<file path="src/rtl/snn_sched_pkg.sv">
// ============================================================================
// Module      : snn_sched_pkg
// Description : Shared types and constants for the SNN layer scheduler:
//               FSM state encoding, memory command opcodes, command field
//               width and watchdog limit.
// Revision    : 1.0 - initial release
// ============================================================================
`default_nettype none

package snn_sched_pkg;

    // Width of the t/x/y fields on the memory command bus
    localparam int CMD_W = 8;

    // Memory command opcodes (2'b11 is reserved and never issued)
    localparam logic [1:0] OP_RD_FILT  = 2'b00;
    localparam logic [1:0] OP_RD_IFMAP = 2'b01;
    localparam logic [1:0] OP_WR_RES   = 2'b10;

    // Watchdog terminal count for the wait states
    localparam logic [15:0] WDOG_LIMIT = 16'hFFFF;

    typedef enum logic [2:0] {
        ST_IDLE     = 3'd0,
        ST_FILT     = 3'd1,
        ST_IFMAP    = 3'd2,
        ST_START    = 3'd3,
        ST_WAIT_PE  = 3'd4,
        ST_WAIT_RES = 3'd5,
        ST_WRITE    = 3'd6,
        ST_DONE     = 3'd7
    } sched_state_t;

    // Counter width for a loop bound; never below one bit
    function automatic int cnt_w(input int bound);
        return (bound <= 2) ? 1 : $clog2(bound);
    endfunction

endpackage

`default_nettype wire

</file>
<file path="src/rtl/snn_sched_cmd_reg.sv">
// ============================================================================
// Module      : snn_sched_cmd_reg
// Description : Valid/ready holding register for the memory command payload.
//               A load captures a new payload and raises valid; the payload
//               is frozen until a transfer. Load and transfer may coincide,
//               giving one command per cycle.
// Revision    : 1.0 - initial release
// ============================================================================
`default_nettype none

module snn_sched_cmd_reg
    import snn_sched_pkg::*;
#(
    parameter int DATA_W = 8
) (
    input  logic              clk,
    input  logic              rst_n,
    input  logic              load,
    input  logic [1:0]        load_op,
    input  logic [CMD_W-1:0]  load_t,
    input  logic [CMD_W-1:0]  load_x,
    input  logic [CMD_W-1:0]  load_y,
    input  logic [DATA_W:0]   load_data,
    input  logic              cmd_ready,
    output logic              cmd_valid,
    output logic [1:0]        cmd_op,
    output logic [CMD_W-1:0]  cmd_t,
    output logic [CMD_W-1:0]  cmd_x,
    output logic [CMD_W-1:0]  cmd_y,
    output logic [DATA_W:0]   cmd_data,
    output logic              fire
);

    assign fire = cmd_valid & cmd_ready;

    // Hold the payload while valid; a load always wins over a plain transfer
    always_ff @(posedge clk or negedge rst_n) begin
        if (!rst_n) begin
            cmd_valid <= 1'b0;
            cmd_op    <= '0;
            cmd_t     <= '0;
            cmd_x     <= '0;
            cmd_y     <= '0;
            cmd_data  <= '0;
        end else if (load) begin
            cmd_valid <= 1'b1;
            cmd_op    <= load_op;
            cmd_t     <= load_t;
            cmd_x     <= load_x;
            cmd_y     <= load_y;
            cmd_data  <= load_data;
        end else if (fire) begin
            cmd_valid <= 1'b0;
        end
    end

endmodule

`default_nettype wire

</file>
<file path="src/rtl/snn_layer_scheduler.sv">
// ============================================================================
// Module      : snn_layer_scheduler
// Description : Sequences one SNN convolution layer over NUM_T timesteps:
//               filter load, per-row ifmap load, PE release, result collection
//               and result write-back. Optional watchdog on the wait states is
//               enabled by defining SNN_SCHED_TIMEOUT_EN.
// Revision    : 1.0 - initial release
// ============================================================================
`default_nettype none

module snn_layer_scheduler
    import snn_sched_pkg::*;
#(
    parameter int NUM_T       = 10,
    parameter int OUT_DIM     = 3,
    parameter int FILTER_SIZE = 5,
    parameter int PE_COUNT    = 3,
    parameter int DATA_W      = 8
) (
    input  logic                clk,
    input  logic                rst_n,
    input  logic                start,
    output logic                busy,
    output logic                done,
`ifdef SNN_SCHED_TIMEOUT_EN
    output logic                error,
`endif
    output logic                cmd_valid,
    input  logic                cmd_ready,
    output logic [1:0]          cmd_op,
    output logic [CMD_W-1:0]    cmd_t,
    output logic [CMD_W-1:0]    cmd_x,
    output logic [CMD_W-1:0]    cmd_y,
    output logic [DATA_W:0]     cmd_data,
    output logic [PE_COUNT-1:0] pe_start,
    input  logic [PE_COUNT-1:0] pe_done,
    input  logic                res_valid,
    output logic                res_ready,
    input  logic [DATA_W-1:0]   res_membrane,
    input  logic                res_spike
);

    localparam int T_W  = cnt_w(NUM_T);
    localparam int RC_W = cnt_w(OUT_DIM);
    localparam int I_W  = cnt_w(FILTER_SIZE);

    localparam logic [T_W-1:0]  T_LAST  = T_W'(NUM_T - 1);
    localparam logic [RC_W-1:0] RC_LAST = RC_W'(OUT_DIM - 1);
    localparam logic [I_W-1:0]  I_LAST  = I_W'(FILTER_SIZE - 1);

    sched_state_t          state;
    logic [T_W-1:0]        t_cnt;
    logic [RC_W-1:0]       r_cnt;
    logic [RC_W-1:0]       c_cnt;
    logic [I_W-1:0]        i_cnt;
    logic [PE_COUNT-1:0]   pe_mask;
    logic [PE_COUNT-1:0]   mask_next;

    logic                  fire;
    logic                  timeout;
    logic                  load;
    logic [1:0]            load_op;
    logic [CMD_W-1:0]      load_t;
    logic [CMD_W-1:0]      load_x;
    logic [CMD_W-1:0]      load_y;
    logic [DATA_W:0]       load_data;

    logic                  i_last;
    logic                  c_last;
    logic                  r_last;
    logic                  t_last;

    assign i_last    = (i_cnt == I_LAST);
    assign c_last    = (c_cnt == RC_LAST);
    assign r_last    = (r_cnt == RC_LAST);
    assign t_last    = (t_cnt == T_LAST);
    assign mask_next = pe_mask | pe_done;

`ifdef SNN_SCHED_TIMEOUT_EN
    logic [15:0] wdog;
    assign timeout = ((state == ST_WAIT_PE) || (state == ST_WAIT_RES)) && (wdog == WDOG_LIMIT);
`else
    assign timeout = 1'b0;
`endif

    snn_sched_cmd_reg #(
        .DATA_W    (DATA_W)
    ) u_cmd_reg (
        .clk       (clk),
        .rst_n     (rst_n),
        .load      (load),
        .load_op   (load_op),
        .load_t    (load_t),
        .load_x    (load_x),
        .load_y    (load_y),
        .load_data (load_data),
        .cmd_ready (cmd_ready),
        .cmd_valid (cmd_valid),
        .cmd_op    (cmd_op),
        .cmd_t     (cmd_t),
        .cmd_x     (cmd_x),
        .cmd_y     (cmd_y),
        .cmd_data  (cmd_data),
        .fire      (fire)
    );

    // Next command payload, loaded on the same edge the FSM advances so a
    // follow-on command is valid in the cycle right after a transfer
    always_comb begin
        load      = 1'b0;
        load_op   = OP_RD_FILT;
        load_t    = '0;
        load_x    = '0;
        load_y    = '0;
        load_data = '0;
        case (state)
            ST_IDLE: begin
                if (start) load = 1'b1;
            end
            ST_FILT: begin
                if (fire) begin
                    load = 1'b1;
                    if (i_last) begin
                        load_op = OP_RD_IFMAP;
                        load_t  = CMD_W'(t_cnt);
                        load_x  = CMD_W'(r_cnt);
                    end else begin
                        load_x  = CMD_W'(i_cnt) + CMD_W'(1);
                    end
                end
            end
            ST_IFMAP: begin
                if (fire && !i_last) begin
                    load    = 1'b1;
                    load_op = OP_RD_IFMAP;
                    load_t  = CMD_W'(t_cnt);
                    load_x  = CMD_W'(r_cnt) + CMD_W'(i_cnt) + CMD_W'(1);
                end
            end
            ST_WAIT_RES: begin
                if (res_valid && res_ready && !timeout) begin
                    load      = 1'b1;
                    load_op   = OP_WR_RES;
                    load_t    = CMD_W'(t_cnt);
                    load_x    = CMD_W'(r_cnt);
                    load_y    = CMD_W'(c_cnt);
                    load_data = {res_spike, res_membrane};
                end
            end
            ST_WRITE: begin
                if (fire && c_last) begin
                    if (!r_last) begin
                        load    = 1'b1;
                        load_op = OP_RD_IFMAP;
                        load_t  = CMD_W'(t_cnt);
                        load_x  = CMD_W'(r_cnt) + CMD_W'(1);
                    end else if (!t_last) begin
                        load    = 1'b1;
                        load_op = OP_RD_IFMAP;
                        load_t  = CMD_W'(t_cnt) + CMD_W'(1);
                    end
                end
            end
            default: ;
        endcase
    end

    // Main sequencer: state, loop counters, PE done mask and handshake outputs
    always_ff @(posedge clk or negedge rst_n) begin
        if (!rst_n) begin
            state     <= ST_IDLE;
            t_cnt     <= '0;
            r_cnt     <= '0;
            c_cnt     <= '0;
            i_cnt     <= '0;
            pe_mask   <= '0;
            busy      <= 1'b0;
            done      <= 1'b0;
            pe_start  <= '0;
            res_ready <= 1'b0;
`ifdef SNN_SCHED_TIMEOUT_EN
            error     <= 1'b0;
            wdog      <= '0;
`endif
        end else begin
            done     <= 1'b0;
            pe_start <= '0;
`ifdef SNN_SCHED_TIMEOUT_EN
            wdog     <= '0;
`endif
            case (state)
                ST_IDLE: begin
                    if (start) begin
                        state   <= ST_FILT;
                        busy    <= 1'b1;
                        t_cnt   <= '0;
                        r_cnt   <= '0;
                        c_cnt   <= '0;
                        i_cnt   <= '0;
                        pe_mask <= '0;
`ifdef SNN_SCHED_TIMEOUT_EN
                        error   <= 1'b0;
`endif
                    end
                end
                ST_FILT: begin
                    if (fire) begin
                        if (i_last) begin
                            i_cnt <= '0;
                            state <= ST_IFMAP;
                        end else begin
                            i_cnt <= i_cnt + 1'b1;
                        end
                    end
                end
                ST_IFMAP: begin
                    if (fire) begin
                        if (i_last) begin
                            i_cnt    <= '0;
                            state    <= ST_START;
                            pe_start <= '1;
                        end else begin
                            i_cnt <= i_cnt + 1'b1;
                        end
                    end
                end
                ST_START: begin
                    // Clearing and capturing in one step keeps a done pulse
                    // that lands in the release cycle
                    pe_mask <= pe_done;
                    state   <= ST_WAIT_PE;
                end
                ST_WAIT_PE: begin
                    if (timeout) begin
`ifdef SNN_SCHED_TIMEOUT_EN
                        error <= 1'b1;
`endif
                        state <= ST_DONE;
                        done  <= 1'b1;
                    end else begin
                        pe_mask <= mask_next;
                        if (&mask_next) begin
                            state     <= ST_WAIT_RES;
                            res_ready <= 1'b1;
                        end else begin
`ifdef SNN_SCHED_TIMEOUT_EN
                            wdog <= wdog + 16'd1;
`endif
                        end
                    end
                end
                ST_WAIT_RES: begin
                    if (timeout) begin
`ifdef SNN_SCHED_TIMEOUT_EN
                        error <= 1'b1;
`endif
                        res_ready <= 1'b0;
                        state     <= ST_DONE;
                        done      <= 1'b1;
                    end else if (res_valid) begin
                        res_ready <= 1'b0;
                        state     <= ST_WRITE;
                    end else begin
`ifdef SNN_SCHED_TIMEOUT_EN
                        wdog <= wdog + 16'd1;
`endif
                    end
                end
                ST_WRITE: begin
                    if (fire) begin
                        if (!c_last) begin
                            c_cnt     <= c_cnt + 1'b1;
                            state     <= ST_WAIT_RES;
                            res_ready <= 1'b1;
                        end else begin
                            c_cnt <= '0;
                            if (!r_last) begin
                                r_cnt <= r_cnt + 1'b1;
                                state <= ST_IFMAP;
                            end else begin
                                r_cnt <= '0;
                                if (!t_last) begin
                                    t_cnt <= t_cnt + 1'b1;
                                    state <= ST_IFMAP;
                                end else begin
                                    state <= ST_DONE;
                                    done  <= 1'b1;
                                end
                            end
                        end
                    end
                end
                ST_DONE: begin
                    busy  <= 1'b0;
                    state <= ST_IDLE;
                end
                default: state <= ST_IDLE;
            endcase
        end
    end

endmodule

`default_nettype wire

</file>
<file path="config.mk">
export PLATFORM = sky130hd
export DESIGN_NAME = snn_layer_scheduler
export DESIGN_NICKNAME = d
export VERILOG_FILES = /design/src/rtl/snn_sched_pkg.sv /design/src/rtl/snn_sched_cmd_reg.sv /design/src/rtl/snn_layer_scheduler.sv
export SDC_FILE = /design/constraint.sdc
export NUM_CORES = 1
export LEC_CHECK = 0
export ABC_AREA = 1
export CAP_MARGIN = 10
export CORE_ASPECT_RATIO = 1.1
export CORE_UTILIZATION = 40
export CTS_CLUSTER_DIAMETER = 120
export DETAILED_ROUTE_END_ITERATION = 8
export PLACE_DENSITY = 0.7
export SETUP_SLACK_MARGIN = 0.4
export SLEW_MARGIN = 15
export SYNTH_ARGS = -nofsm -noshare
export SYNTH_HDL_FRONTEND = slang
export SYNTH_SLANG_ARGS = --single-unit
export TNS_END_PERCENT = 1
</file>
<file path="constraint.sdc">
create_clock -name clk -period 1.7 [get_ports clk]
set_input_delay 0.17 -clock clk [delete_from_list [all_inputs] [get_ports clk]]
set_output_delay 0.17 -clock clk [all_outputs]
set_load 0.05 [all_outputs]
</file>
==> qor.log, run 1 <==
[floorplanning] starting density of the core 41.23%
[timing] unrepaired setup endpoints after global routing yes
[floorplanning] number of standard-cell rows in the floorplan 31
[yosys] number of distinct library cells after synthesis 26
[placed_design] count of buffers inserted at the top-level ports 45
[setup_path] critical path, cell by cell inv_2 -> ha_2 -> fa_2 -> o21ai_0 -> nor2_1 -> nand2_1
[timing] upper clock frequency limit 0.6389 GHz
[yosys] share of synthesized cell area in and, or, nand and nor gates 37.32%
[status] status finished, final reports clean
[power] power density cells 1508 nW/um2
[drt] vias per cell 4.903
[timing] final setup violating endpoints 0
[hold_path] type of the tightest min-delay check in -> async
[final_layout] Layout area overhead 30.60%
[final_layout] antenna diode count 0
[yosys] mux cell area share after synthesis 0%
[grt] combined global-route utilization of all metal layers 19.15%
[yosys] xor/xnor share of the synthesized area 0.6443%
[final_layout] final instance area 3551 um2
[grt] vias in the first global route 2,384
[timing] Rel. slew slack 66.28%
[clocking] clk buf depth 2
[yosys] Adder-Cell Fraction of Synth Area 3.497%
[setup_path] Worst Path Max Fanout 4
[flow_run] maxcap violations 0
[yosys] dominant combinational cell family by area after synthesis simple AND/OR/NAND/NOR gates
[yosys] compound-cell area share of the yosys netlist 6.351%
[timing] period utilisation layout 92.06%
[grt] global-route wire length before repair 10,670 um
[timing] post-layout min period 1565 ps
[floorplanning] Die H 88.47 um
[setup_path] CP peak stage delay 510 ps
[yosys] post-synthesis register bit count 44
[setup_path] critical path buffer and inverter count 1
[drt] DRT antenna net count 0
[floorplanning] die width 80.61 um
[floorplanning] Die Area 7132 um2
[grt] largest net degree at the start of global routing 26
[power] Sw Pwr 2.516 mW
[final_layout] most common cell after layout, fill and taps aside nand2_1
[clocking] insertion delay to the later sink of the worst-skew pair 300 ps
[grt] GRT Residual Overflow 0
[timing] Max Transition Viols Final 0
[power] proportion of power drawn by the clock network 14.7%
[setup_path] CP top delay family adder cells
[final_layout] top library cells by usage in the layout, fill and taps aside 115 x nand2_1, 40 x nand3_1, 39 x dfrtp_1, 26 x inv_1, 25 x nor2_1
[timing] worst setup slack after layout 134.9 ps
[setup_path] R2R Path Start i_cnt[0]$_DFFE_PN0P_
[power] power after layout 5.353 mW
[placed_design] post-detail-place hpwl 4766 um
[timing] worst clock skew 6.858 ps
[clocking] Sinks on Clock Net 44
[setup_path] required time at the worst-slack endpoint 1890 ps
[clocking] root buffer selected by CTS clkbuf_8
[final_layout] layout cells sized above 1 20.41%
[timing] Tightest Pin Transition 507.8 ps
[floorplanning] count of pins on the block boundary 59
[setup_path] highest-delay cell along the critical path fa_2
[setup_path] CP startpoint i_cnt[0]$_DFFE_PN0P_
[floorplanning] Core Box Area 6594 um2
[setup_path] arrival time at the worst endpoint 1750 ps
[yosys] yosys synthesis warning count 0
[clocking] clock tree from TritonCTS done
[placed_design] Placed Instance Area 3316 um2
[yosys] Post-Synthesis Cells 371
[power] static leakage 1.902 nW
[yosys] area of the mapped netlist 2719 um2
[drt] post-detailed-route DRC marker count 0
[drt] total routed wirelength 6410 um
[setup_path] category of the worst setup path launch point flip-flop
[drt] via count 2,540
[placed_design] gpl congestion 0.9083
[setup_path] Worst setup EP type flip-flop
[power] part of the total power dissipated in combinational logic 56.2%
[drt] detail-routed net length per standard cell 12.37 um
[clocking] # H-tree levels 2
[power] sequential group share of total power 29.1%
[clocking] Clk pin slew, worst setup/hold paths 80 ps
[power] Switching Share 46.99%
[power] P_int 2.838 mW
[grt] initial antenna violation count 0
[setup_path] type of the setup path with the least slack reg -> reg
[yosys] average footprint of a synthesized cell 7.328 um2
[timing] Setup Total Neg Slack 0 ps
[final_layout] number of inserted filler cells in the final layout 636
[yosys] fraction of the yosys area taken by sequential cells 40.50%
[clocking] number of buffers created by CTS 5
[drt] number of optimization iterations in the first detailed-route pass 4
[timing] final hold violation count 0
[final_layout] total number of nets in the final design 459
[power] Worst VDD drop 0.0008023 V
[drt] initial detailed-routing violation count 161
[placed_design] Post-Place Setup Slack 6.279 ps
==> path summary, 6_finish.rpt <==
kind	slack, ps	cells after the start	endpoint
worst max-delay path	130	6	u_cmd_reg.cmd_x[1]$_DFFE_PN0P_
worst min-delay path	260	2	u_cmd_reg.cmd_x[3]$_DFFE_PN0P_
worst max register to register	130	6	u_cmd_reg.cmd_x[1]$_DFFE_PN0P_
worst min register to register	500	2	u_cmd_reg.cmd_data[1]$_DFFE_PN0P_
max in group asynchronous	950	3	u_cmd_reg.cmd_valid$_DFFE_PN0P_
min in group clk	400	3	u_cmd_reg.cmd_data[4]$_DFFE_PN0P_
==> kinds of logic (layout without fill, tap and decap cells) <==
| family | after synthesis | count (layout) |
|---|---|---|
| buf+inv | 61 | 114 |
| simple gates | 224 | 224 |
| other cells | 1 | 13 |
| fa+ha+maj | 7 | 7 |
| compound gates | 32 | 32 |
| xor+xnor | 2 | 2 |
| flops | 44 | 44 |
==> cell type report <==
| class | instances | area (um2) | share of cell area (%) |
|---|---|---|---|
| Clock buffer | 6 | 72.57 | 2.044 |
| Timing Repair Buffer | 70 | 675.6 | 19.03 |
| Tap cell | 82 | 102.6 | 2.889 |
| Clock inverter | 2 | 35.03 | 0.9866 |
| Multi-Input combinational cell | 278 | 1423 | 40.06 |
| Sequential cell | 44 | 1107 | 31.18 |
| Inverter | 36 | 135.1 | 3.806 |
==> cells in the mapped netlist <==
cell      instances  share of area, %
buf_6             2              0.83
a21oi_1           3              0.55
inv_1            30               4.1
nand4_1           5               1.2
conb_1            1              0.14
nor2_4            2              0.83
fa_1              1              0.74
nor2_2            1              0.23
ha_1              6               2.8
nand3_1          41               7.5
dfrtp_1          44                40
or2_2             1              0.23
nand2_1         120                17
o211ai_1          4               1.1
buf_4            18               5.0
o21ai_0          24               4.4
nand2_4           1              0.41
inv_2             6              0.83
nor2_1           32               4.4
nand2_2           5               1.2
nor3_1            6               1.1
o31ai_1           1              0.28
buf_2             2              0.37
clkbuf_1          3              0.41
xor2_1            2              0.64
nand3_2          10               3.7
==> sequential cells by signal (all words and copies together), names as in the netlist <==
name and count:
busy 1, c_cnt 2, done 1, i_cnt 3, pe_mask 3, pe_start 1, r_cnt 2, res_ready 1
state 3, t_cnt 4, u_cmd_reg.cmd_data 9, u_cmd_reg.cmd_op 2, u_cmd_reg.cmd_t 5, u_cmd_reg.cmd_valid 1, u_cmd_reg.cmd_x 4, u_cmd_reg.cmd_y 2
==> metrics by stage <==
step	cells	hold slack [ps]	util, %
6_report	518	255.9	53.85
4_1_cts	518	267.5	53.43
2_1_floorplan	383	-125.6	-
3_5_place_dp	501	50.65	50.28
5_1_grt	518	283.0	53.85
3_3_place_gp	501	50.41	50.28
==> power groups by stage <==
stage	sequential [mW]	combinational, mW	clock [mW]
floorplan	2.05	1.51	0
global placement	1.58	2.70	0
detailed placement	1.60	2.74	0
CTS	1.56	2.96	0.812
global route	1.60	3.28	0.854
finish	1.56	3.01	0.787
==> metal layers <==
| metal | vias to the layer above | routed length [um] | track usage [%] |
|---|---|---|---|
| li1 | 1282 | - | - |
| met1 | 1184 | 2793 | 23.03 |
| met2 | 64 | 3242 | 34.75 |
| met3 | 10 | 257 | 3.093 |
| met4 | 0 | 115 | 6.169 |
| met5 | - | 0 | 0 |
==> worst register-to-register path: cells and delay by family, from the launching register on <==
kind / cells / cell delay (ps)
fa+ha+maj: 2 / 710
flops: 1 / 380
compound gates: 1 / 90
simple gates: 2 / 200
buf+inv: 1 / 80
==> repair_timing <==
| action | CTS | global route |
|---|---|---|
| pin swaps | 3 | 1 |
| buffers inserted | 7 | 0 |
| gates cloned | 1 | 0 |
| endpoints found under the hold margin | 28 | 0 |
| resized for setup | 36 | 10 |
| endpoints found under the setup margin | 65 | 66 |
| hold buffers | 1 | 0 |
Power figures use the tool's default switching activity.
==> inputs of run 2 (changes only) <==
--- a/config.mk
+++ b/config.mk
@@ -6,10 +6,11 @@
 export NUM_CORES = 1
 export LEC_CHECK = 0
 export ABC_AREA = 1
+export ABC_CLOCK_PERIOD_IN_PS = 1700
 export CAP_MARGIN = 10
 export CORE_ASPECT_RATIO = 1.1
+export CORE_MARGIN = 2
 export CORE_UTILIZATION = 40
-export CTS_CLUSTER_DIAMETER = 120
 export DETAILED_ROUTE_END_ITERATION = 8
 export PLACE_DENSITY = 0.7
 export SETUP_SLACK_MARGIN = 0.4
==> qor.log, run 2 (synthesis results as in run 1) <==
[grt] initial antenna violation count 0
[final_layout] Biggest register u_cmd_reg.cmd_data
[final_layout] top library cells by usage in the layout, fill and taps aside 116 x nand2_1, 40 x dfrtp_1, 37 x nand3_1, 29 x buf_4, 27 x inv_1
[clocking] number of buffers created by CTS 5
[clocking] Clk pin slew, worst setup/hold paths 80 ps
[drt] vias per cell 5.056
[drt] detail-routed net length per standard cell 13.10 um
[grt] global-route wire length before repair 11,880 um
[setup_path] required time at the worst-slack endpoint 1940 ps
[setup_path] Worst Path Max Fanout 6
[timing] final setup violating endpoints 0
[drt] detailed route wirelength on metal2 3477 um
[hold_path] type of the tightest min-delay check in -> async
[placed_design] post-detail-place hpwl 4743 um
[timing] worst setup slack after layout 151.2 ps
[drt] post-detailed-route DRC marker count 0
[setup_path] category of the worst setup path launch point flip-flop
[status] status finished, final reports clean
[floorplanning] count of pins on the block boundary 59
[final_layout] biggest registers after layout u_cmd_reg.cmd_data x9, u_cmd_reg.cmd_t x5
[timing] final hold violation count 0
[setup_path] endpoint of the most critical register-to-register path u_cmd_reg.cmd_data[0]$_DFFE_PN0P_
[timing] Setup Total Neg Slack 0 ps
[power] Worst VDD drop 0.0007485 V
[final_layout] Layout area overhead 37.55%
[final_layout] layout cells sized above 1 22.72%
[setup_path] type of the setup path with the least slack reg -> reg
[timing] Max Transition Viols Final 0
[grt] vias in the first global route 2,637
[timing] upper clock frequency limit 0.6457 GHz
[timing] period utilisation layout 91.11%
[final_layout] final instance area 3740 um2
[power] power density cells 1554 nW/um2
[placed_design] gpl congestion 0.9114
[floorplanning] Core Box Area 6594 um2
[final_layout] flip-flop count of the largest register after layout 9
[grt] GRT Residual Overflow 0
[floorplanning] Die H 90.47 um
[placed_design] count of buffers inserted at the top-level ports 45
[grt] combined global-route utilization of all metal layers 19.96%
[setup_path] arrival time at the worst endpoint 1790 ps
[clocking] insertion delay to the later sink of the worst-skew pair 300 ps
[floorplanning] starting density of the core 41.23%
[setup_path] R2R Path Start i_cnt[0]$_DFFE_PN0P_
[final_layout] most common cell after layout, fill and taps aside nand2_1
[setup_path] register-to-register path setup slack 150 ps
[drt] via count 2,685
[floorplanning] Die Area 7474 um2
[clocking] # H-tree levels 2
[power] power after layout 5.813 mW
[grt] largest net degree at the start of global routing 28
[timing] post-layout min period 1549 ps
[floorplanning] die width 82.61 um
[clocking] clk buf depth 2
[drt] total routed wirelength 6956 um
[clocking] clock tree from TritonCTS done
[drt] number of optimization iterations in the first detailed-route pass 4
[flow_run] maxcap violations 0
[final_layout] antenna diode count 0
[timing] unrepaired setup endpoints after global routing yes
[power] static leakage 1.994 nW
[drt] routed length on met3 340 um
[drt] Top Metal Used met4
[setup_path] number of cells on the worst reg-to-reg path 12
[clocking] root buffer selected by CTS clkbuf_8
[drt] DRT antenna net count 0
[drt] length of routed wiring on met1 2861 um
[final_layout] total number of nets in the final design 472
[setup_path] Worst setup EP type flip-flop
[drt] initial detailed-routing violation count 161
[clocking] Sinks on Clock Net 44
[placed_design] Post-Place Setup Slack 34.12 ps
[timing] worst clock skew 5.936 ps
[placed_design] Placed Instance Area 3308 um2
[floorplanning] number of standard-cell rows in the floorplan 31
-- run 2: changes by cell type in the layout (fill, tap and decap cells not counted), sizes merged --
| cell | before | now |
|---|---|---|
| buf | 30 | 42 |
| nor2 | 35 | 36 |
-- run 2: final cells by class --
class / count / area [um2]
clock inverter: 2 / 35.03
sequential: 44 / 1106
inverter: 36 / 137.6
tap: 82 / 102.6
timing repair buffer: 82 / 812.0
fill: 598 / 2854
multi-input combinational: 279 / 1474
clock buffer: 6 / 72.57
-- run 2: metrics by stage --
stage	std cells	util (%)	hold WS [ps]
floorplan	383	-	-125.6
global placement	500	50.17	134.8
detailed placement	500	50.17	144.1
CTS	528	55.67	357.9
global route	531	56.72	395.7
finish	531	56.72	341.1
-- run 2: layer usage --
layer  vias up  GRT usage (%)
li1       1321              -
met1      1252          24.95
met2        90          34.01
met3        22          3.200
met4         0          7.240
met5         -              0
-- run 2: repair_timing --
item | CTS | global route
endpoints found under the setup margin | 65 | 67
gates cloned | 3 | 1
buffers inserted | 16 | 2
pin swaps | 7 | 11
gates resized for setup | 46 | 16
hold buffers | 1 | 0
endpoints found under the hold margin | 17 | 0
-- run 2: worst max-delay path by stage --
stage / from / endpoint / slack [ps] / depth (start not counted)
after floorplan: i_cnt[0]$_DFFE_PN0P_ / u_cmd_reg.cmd_valid$_DFFE_PN0P_ / 240 / 10
after global placement: cmd_ready / u_cmd_reg.cmd_t[3]$_DFFE_PN0P_ / 30 / 10
after detailed placement: cmd_ready / state[1]$_DFFE_PN0P_ / 30 / 10
after CTS: i_cnt[0]$_DFFE_PN0P_ / u_cmd_reg.cmd_x[1]$_DFFE_PN0P_ / 150 / 6
after global routing: state[0]$_DFFE_PN0P_ / t_cnt[2]$_DFFE_PN0P_ / 30 / 9
final: i_cnt[0]$_DFFE_PN0P_ / u_cmd_reg.cmd_data[0]$_DFFE_PN0P_ / 150 / 12
-- run 2: critical path: stages, from the launching register on --
cell     delay [ps]
dfrtp_1         400
inv_2           110
ha_4            160
nand2_4          60
inv_4            80
nor2_4           40
nand2_4          60
nand2_4          50
nor2_4          130
buf_6           150
buf_16          120
nand3_2          60
nand2_1          70
-- run 2: report_power, final --
| group | switching [mW] | leakage, nW | internal [mW] | total (mW) |
|---|---|---|---|---|
| Sequential | 0.245 | 0.589 | 1.33 | 1.58 |
| Clock | 0.360 | 0.0552 | 0.436 | 0.797 |
| Combinational | 2.09 | 1.35 | 1.34 | 3.44 |
